===== config.mk =====
export PLATFORM = sky130hd
export DESIGN_NAME = draw_sprite_pipe
export DESIGN_NICKNAME = d
export VERILOG_FILES = /design/src/rtl/draw_sprite_pipe.sv
export SDC_FILE = /design/constraint.sdc
export NUM_CORES = 1
export LEC_CHECK = 0
export ABC_AREA = 1
export CAP_MARGIN = 5
export CORE_ASPECT_RATIO = 1.4
export CORE_MARGIN = 2
export CORE_UTILIZATION = 47
export CTS_CLUSTER_SIZE = 40
export DETAILED_ROUTE_END_ITERATION = 8
export GPL_TIMING_DRIVEN = 0
export HOLD_SLACK_MARGIN = 0.06
export PLACE_DENSITY = 0.73
export SYNTH_ARGS = -nofsm -noshare
export SYNTH_HDL_FRONTEND = slang
export SYNTH_SLANG_ARGS = --single-unit

===== constraint.sdc =====
create_clock -name pclk -period 4.4 [get_ports pclk]
set_clock_uncertainty 0.1 [all_clocks]
set_input_delay 1.32 -clock pclk [delete_from_list [all_inputs] [get_ports pclk]]
set_output_delay 1.32 -clock pclk [all_outputs]
set_load 0.005 [all_outputs]

===== src/rtl/draw_sprite_pipe.sv =====
// Sprite overlay stage for the VGA pixel chain: fetches an SPR_W x SPR_H sprite from a
// synchronous ROM and composites it onto the timing/rgb stream with LAT = 2+ROM_LAT.
module draw_sprite_pipe #(
    parameter int          SPR_W      = 48,
    parameter int          SPR_H      = 64,
    parameter int          ADDR_W     = 16,
    parameter int          ROM_LAT    = 1,
    parameter int          SCALE_LOG2 = 0,
    parameter int          KEY_EN     = 1,
    parameter logic [11:0] KEY_COLOR  = 12'hF0F
) (
    input  logic              pclk,
    input  logic              rst,
    input  logic [11:0]       xpos,
    input  logic [11:0]       ypos,
    input  logic              spr_en,
    input  logic [11:0]       vcount_in,
    input  logic [11:0]       hcount_in,
    input  logic              vsync_in,
    input  logic              vblnk_in,
    input  logic              hsync_in,
    input  logic              hblnk_in,
    input  logic [11:0]       rgb_in,
    input  logic [11:0]       rgb_pixel,
    output logic [ADDR_W-1:0] pixel_addr,
    output logic [11:0]       vcount_out,
    output logic [11:0]       hcount_out,
    output logic              vsync_out,
    output logic              vblnk_out,
    output logic              hsync_out,
    output logic              hblnk_out,
    output logic [11:0]       rgb_out
);

    // On-screen sprite footprint; 13 bits so x_act + width never wraps.
    localparam logic [12:0] SCR_W = 13'(SPR_W << SCALE_LOG2);
    localparam logic [12:0] SCR_H = 13'(SPR_H << SCALE_LOG2);

    typedef struct packed {
        logic        hit;
        logic [11:0] vcount;
        logic [11:0] hcount;
        logic        vsync;
        logic        vblnk;
        logic        hsync;
        logic        hblnk;
        logic [11:0] rgb;
    } stage_t;

    logic [11:0] x_act, y_act;
    logic        en_act, vblnk_r;

    // Position/enable only take effect on the first cycle of vertical blanking.
    always_ff @(posedge pclk) begin
        // NOTE: sequential state uses non-blocking assignments so every register samples pre-edge values.
        if (rst) begin
            x_act   <= '0;
            y_act   <= '0;
            en_act  <= 1'b0;
            vblnk_r <= 1'b0;
        end else begin
            vblnk_r <= vblnk_in;
            if (vblnk_in && !vblnk_r) begin
                x_act  <= xpos;
                y_act  <= ypos;
                en_act <= spr_en;
            end
        end
    end

    logic [11:0]       dx, dy, col, row;
    logic              hit_c;
    logic [ADDR_W-1:0] addr_c;
    stage_t            s1_c;

    always_comb begin
        // NOTE: every signal gets a default before any condition, so no latch can be inferred.
        s1_c   = '0;
        addr_c = '0;
        dx     = hcount_in - x_act;
        dy     = vcount_in - y_act;
        col    = dx >> SCALE_LOG2;
        row    = dy >> SCALE_LOG2;
        hit_c  = en_act && !hblnk_in && !vblnk_in
                 && ({1'b0, hcount_in} >= {1'b0, x_act})
                 && ({1'b0, hcount_in} <  ({1'b0, x_act} + SCR_W))
                 && ({1'b0, vcount_in} >= {1'b0, y_act})
                 && ({1'b0, vcount_in} <  ({1'b0, y_act} + SCR_H));
        if (hit_c)
            addr_c = ADDR_W'(row) * ADDR_W'(SPR_W) + ADDR_W'(col);
        s1_c.hit    = hit_c;
        s1_c.vcount = vcount_in;
        s1_c.hcount = hcount_in;
        s1_c.vsync  = vsync_in;
        s1_c.vblnk  = vblnk_in;
        s1_c.hsync  = hsync_in;
        s1_c.hblnk  = hblnk_in;
        s1_c.rgb    = rgb_in;
    end

    // pipe[0] is stage 1 (aligned with pixel_addr); pipe[ROM_LAT] is aligned with rgb_pixel.
    stage_t pipe [ROM_LAT+1];

    always_ff @(posedge pclk) begin
        // NOTE: the pipeline is reset on purpose so a mid-frame reset flushes stale pixels.
        if (rst) begin
            pixel_addr <= '0;
            for (int i = 0; i <= ROM_LAT; i++)
                pipe[i] <= '0;
        end else begin
            pixel_addr <= addr_c;
            pipe[0]    <= s1_c;
            for (int i = 1; i <= ROM_LAT; i++)
                pipe[i] <= pipe[i-1];
        end
    end

    logic keyed;
    assign keyed = (KEY_EN != 0) && (rgb_pixel == KEY_COLOR);

    always_ff @(posedge pclk) begin
        if (rst) begin
            vcount_out <= '0;
            hcount_out <= '0;
            vsync_out  <= 1'b0;
            vblnk_out  <= 1'b0;
            hsync_out  <= 1'b0;
            hblnk_out  <= 1'b0;
            rgb_out    <= '0;
        end else begin
            vcount_out <= pipe[ROM_LAT].vcount;
            hcount_out <= pipe[ROM_LAT].hcount;
            vsync_out  <= pipe[ROM_LAT].vsync;
            vblnk_out  <= pipe[ROM_LAT].vblnk;
            hsync_out  <= pipe[ROM_LAT].hsync;
            hblnk_out  <= pipe[ROM_LAT].hblnk;
            rgb_out    <= (pipe[ROM_LAT].hit && !keyed) ? rgb_pixel : pipe[ROM_LAT].rgb;
        end
    end

endmodule

==> summary.md <==
| Metric | Value |
|---|---|
| Unique masters post-synth | `40` |
| GR Util met3 | `5.346%` |
| Layout area overhead | `38.69%` |
| Clk_lat worst skew | `0.43 ns` |
| # setup viols final | `0` |
| Post-synth ARST share | `0%` |
| Worst Path Arrival | `4.59 ns` |
| CTS tree | `built` |
| Logic pwr share | `35.7%` |
| Cell mode on critical path | `nand2_1` |
| ANT nets after route | `0` |
| Post-Syn Area | `0.007310 mm²` |
| Main combinational cell family by area after synthesis | `simple AND/OR/NAND/NOR gates` |
| Die height | `151.6 µm` |
| Crit Path Max Fanout | `4` |
| Critical path endpoint category | `flop` |
| Sequential area share after synthesis | `44.64%` |
| WS Path Type | `input port to flop` |
| Placed insts | `1,249` |
| Slowest cell delay on critical path | `0.44 ns` |
| CP Launch Type | `input port` |
| Hold-fix buffer count after cts | `0` |
| Achievable frequency | `227.9 MHz` |
| DIE WIDTH | `109.4 µm` |
| Switch Pwr | `1.593 mW` |
| Share of the synthesized area in the top cell type | `44.64%` |
| Initial DRC count | `289` |
| Reg clk slew, reported paths | `0.07 ns` |
| Met1 GRT Util | `20.96%` |
| Final count of pins violating max slew | `0` |
| Root Driver | `clkbuf_16` |
| Worst hold-check path type | `flop to flop` |
| All-layer global routing usage | `20.91%` |
| Sw Share | `32.66%` |
| WHS | `0.2931 ns` |
| Top cells by area, synth | `dfxtp_1 45%, ha_1 9.8%, inv_1 9.4%` |
| RSZ-0062 raised after global routing | `true` |
| Area leader, netlist | `dfxtp_1` |
| Synth Area in XOR/XNOR | `4.296%` |
| Pre-antenna DRT Iters | `5` |
| #FFs+latches synth | `163` |
| DR WL/cell | `13.67 µm` |
| Slew HR | `58.87%` |
| Slew @ Worst Pin | `0.6170 ns` |
| Pin count of the biggest net entering global routing | `17` |
| Core Util, Final | `67.05%` |
| Post-DP HPWL | `12,950 µm` |
| Mapped Cells | `923` |
| Count leader, synth | `inv_1` |
| Compound-gate portion of the synthesized area | `9.175%` |
| Area after DPL | `0.008937 mm²` |
| N_diodes | `0` |
| Post-synth EDFFs | `0` |
| Int Pwr | `3.285 mW` |
| Finished layout cell area | `0.01014 mm²` |
| Global-route track usage on met2 | `40.49%` |
| Routability cong. | `0.8779` |
| Peak supply drop | `0.4424 mV` |
| Nets | `1,243` |
| Min Tclk post-route | `4.387 ns` |
| CP required | `4.61 ns` |
| Setup TNS | `0 ns` |
| Grt ovf | `0` |
| Core area | `0.01512 mm²` |
| Fin cells | `1,308` |
| Fillers | `1,205` |
| Clock sinks | `163` |
| Simple-Gate Fraction of Synth Area | `20.34%` |
| Highest-delay cell along the critical path | `fa_2` |
| # H-tree levels | `4` |
| DRT Wirelength | `17,880 µm` |
| Top_reg_cell synth | `dfxtp_1` |
| Final Cycle Share | `99.71%` |
| Syn. warnings | `0` |
| Post-synth net total | `1,063` |
| Busiest grt layer | `met2` |
| Max-cap check violation count | `0` |
| Via count | `6,241` |
| Total CTS buffers | `17` |
| Routed vias/inst | `4.771` |
| CTS max path bufs | `2` |
| Vias in the first global route | `5,898` |
| DRC viols | `0` |
| Post-synthesis mux area share | `0%` |
| Pwr dens | `481.2 mW/mm²` |
| Hold Fails Final Rpt | `0` |
| Initial Utilization | `48.34%` |
| CP cell instances | `buf_8 -> inv_6 -> ha_4 -> inv_4 -> fa_2 -> a31o_4 -> xor2_4 -> ha_4 -> nand2_2 -> nand2_2 -> a31oi_4 -> buf_4 -> nor2_1 -> nand3_1 -> nand2_2 -> xor2_1 -> ha_1 -> nand2_1 -> nand2_1 -> nand3_2 -> nor2_4 -> nand2_1 -> nand2_1 -> a21oi_1` |
| Status | `complete, no violations` |
| Count of buffers from port buffering | `134` |
| First-pass GRT wire length | `26,650 µm` |
| Syn avg cell area | `7.919 µm²` |
| Sequential group share of total power | `31.9%` |
| LEAKAGE | `4.521 nW` |
| Site Rows | `53` |
| Clk pwr share | `32.4%` |
| Area share of fa/ha/maj cells after synthesis | `10.85%` |
| Initial antenna violation count | `0` |
| Most frequent cells after synthesis | `184 x inv_1, 171 x nor2_1, 163 x dfxtp_1` |
| Fraction of layout cells with a size suffix above 1 | `13.17%` |
| # IOs | `135` |
| Die area | `0.01658 mm²` |
-- flip-flops by register name, indices dropped and copies added, names as in the netlist --
| register | flops |
|---|---|
| rgb_out | 12 |
| vcount_out | 12 |
| y_act | 12 |
| vsync_out | 1 |
| hsync_out | 1 |
| vblnk_out | 1 |
| en_act | 1 |
| pipe | 82 |
| hcount_out | 12 |
| pixel_addr | 16 |
| x_act | 12 |
| hblnk_out | 1 |
-- worst paths after layout --
path | start | to | slack (ns) | cells after the start
max | vcount_in[0] | pixel_addr[15]$_SDFF_PP0_ | 0.01 | 24
min | pipe[0][13]$_SDFF_PP0_ | pipe[0][54]$_SDFF_PP0_ | 0.29 | 2
max reg2reg | y_act[0]$_SDFFE_PP0P_ | pixel_addr[15]$_SDFF_PP0_ | 0.65 | 22
min reg2reg | pipe[0][13]$_SDFF_PP0_ | pipe[0][54]$_SDFF_PP0_ | 0.29 | 2
-- routing by layer --
layer,vias to the layer above,routed length [µm]
met3,41,836
li1,3224,-
met1,2820,6919
met2,156,9602
met4,0,522
met5,-,0
-- power groups by stage --
stage | clock (mW) | combinational (mW) | sequential (mW)
6_report | 1.58 | 1.74 | 1.56
3_5_place_dp | 0 | 1.29 | 1.59
4_1_cts | 1.60 | 1.49 | 1.56
5_1_grt | 1.66 | 1.91 | 1.56
3_3_place_gp | 0 | 1.26 | 1.59
2_1_floorplan | 0 | 0.989 | 1.59
-- repair_timing --
| action | in CTS | in global routing |
|---|---|---|
| pin swaps | 22 | 39 |
| gates cloned | 0 | 0 |
| setup buffers | 17 | 10 |
| endpoints found under the setup margin | 5 | 5 |
| resized for setup | 32 | 53 |
-- area by class of cell --
type	count	area [µm²]	share of cell area, %
plain buffers	24	91.34	0.9010
clock buffers	19	452.9	4.468
clock inverters	13	183.9	1.814
inverters	184	698.2	6.887
multi-input cells	552	3647	35.98
flip-flops and latches	163	3263	32.19
well taps	192	240.2	2.370
repair buffers	161	1560	15.39
-- critical path: cells and delay by family --
kind / cells / cell delay [ns]
xor gates and xnor gates: 2 / 0.36
and+or+nand+nor: 11 / 0.88
adders and majority gates: 4 / 1.19
AOI/OAI and AO/OA: 3 / 0.51
buffers and inverters: 4 / 0.33
-- per-stage QoR --
step	setup slack [ns]	total power, mW
2_1_floorplan	-0.02706	2.576
3_3_place_gp	-0.8831	2.851
3_5_place_dp	-0.8909	2.876
4_1_cts	0.001145	4.646
5_1_grt	-0.1311	5.127
6_report	0.01296	4.878
-- layout by cell type, fill, tap and decap left out, types with 4 or more instances in the layout --
master / Yosys / routed
a21oi_1: 52 / 44
clkdlybuf4s50_1: 0 / 126
nand3_1: 20 / 16
clkbuf_1: 18 / 18
ha_1: 57 / 43
inv_2: 0 / 5
ha_2: 0 / 4
o21ai_1: 3 / 5
nand2_1: 103 / 97
o21bai_1: 6 / 5
nor3_1: 5 / 5
a211oi_1: 23 / 23
nand2_2: 14 / 19
buf_1: 5 / 5
dfxtp_1: 163 / 163
nand4_1: 11 / 11
nand3_2: 3 / 5
buf_4: 0 / 26
ha_4: 0 / 10
xor2_1: 29 / 26
a21oi_2: 3 / 10
nor2_1: 171 / 169
clkbuf_16: 0 / 17
inv_1: 184 / 177
xnor2_1: 5 / 5
inv_6: 0 / 5
nor3b_1: 5 / 4
o21ai_0: 11 / 6
-- cells by family after synthesis --
group | Yosys count
adders and majority gates | 61
AOI/OAI and AO/OA | 111
and+or+nand+nor | 345
xor gates and xnor gates | 35
DFF | 163
buffers and inverters | 208
(Power assumes the default switching activity.)
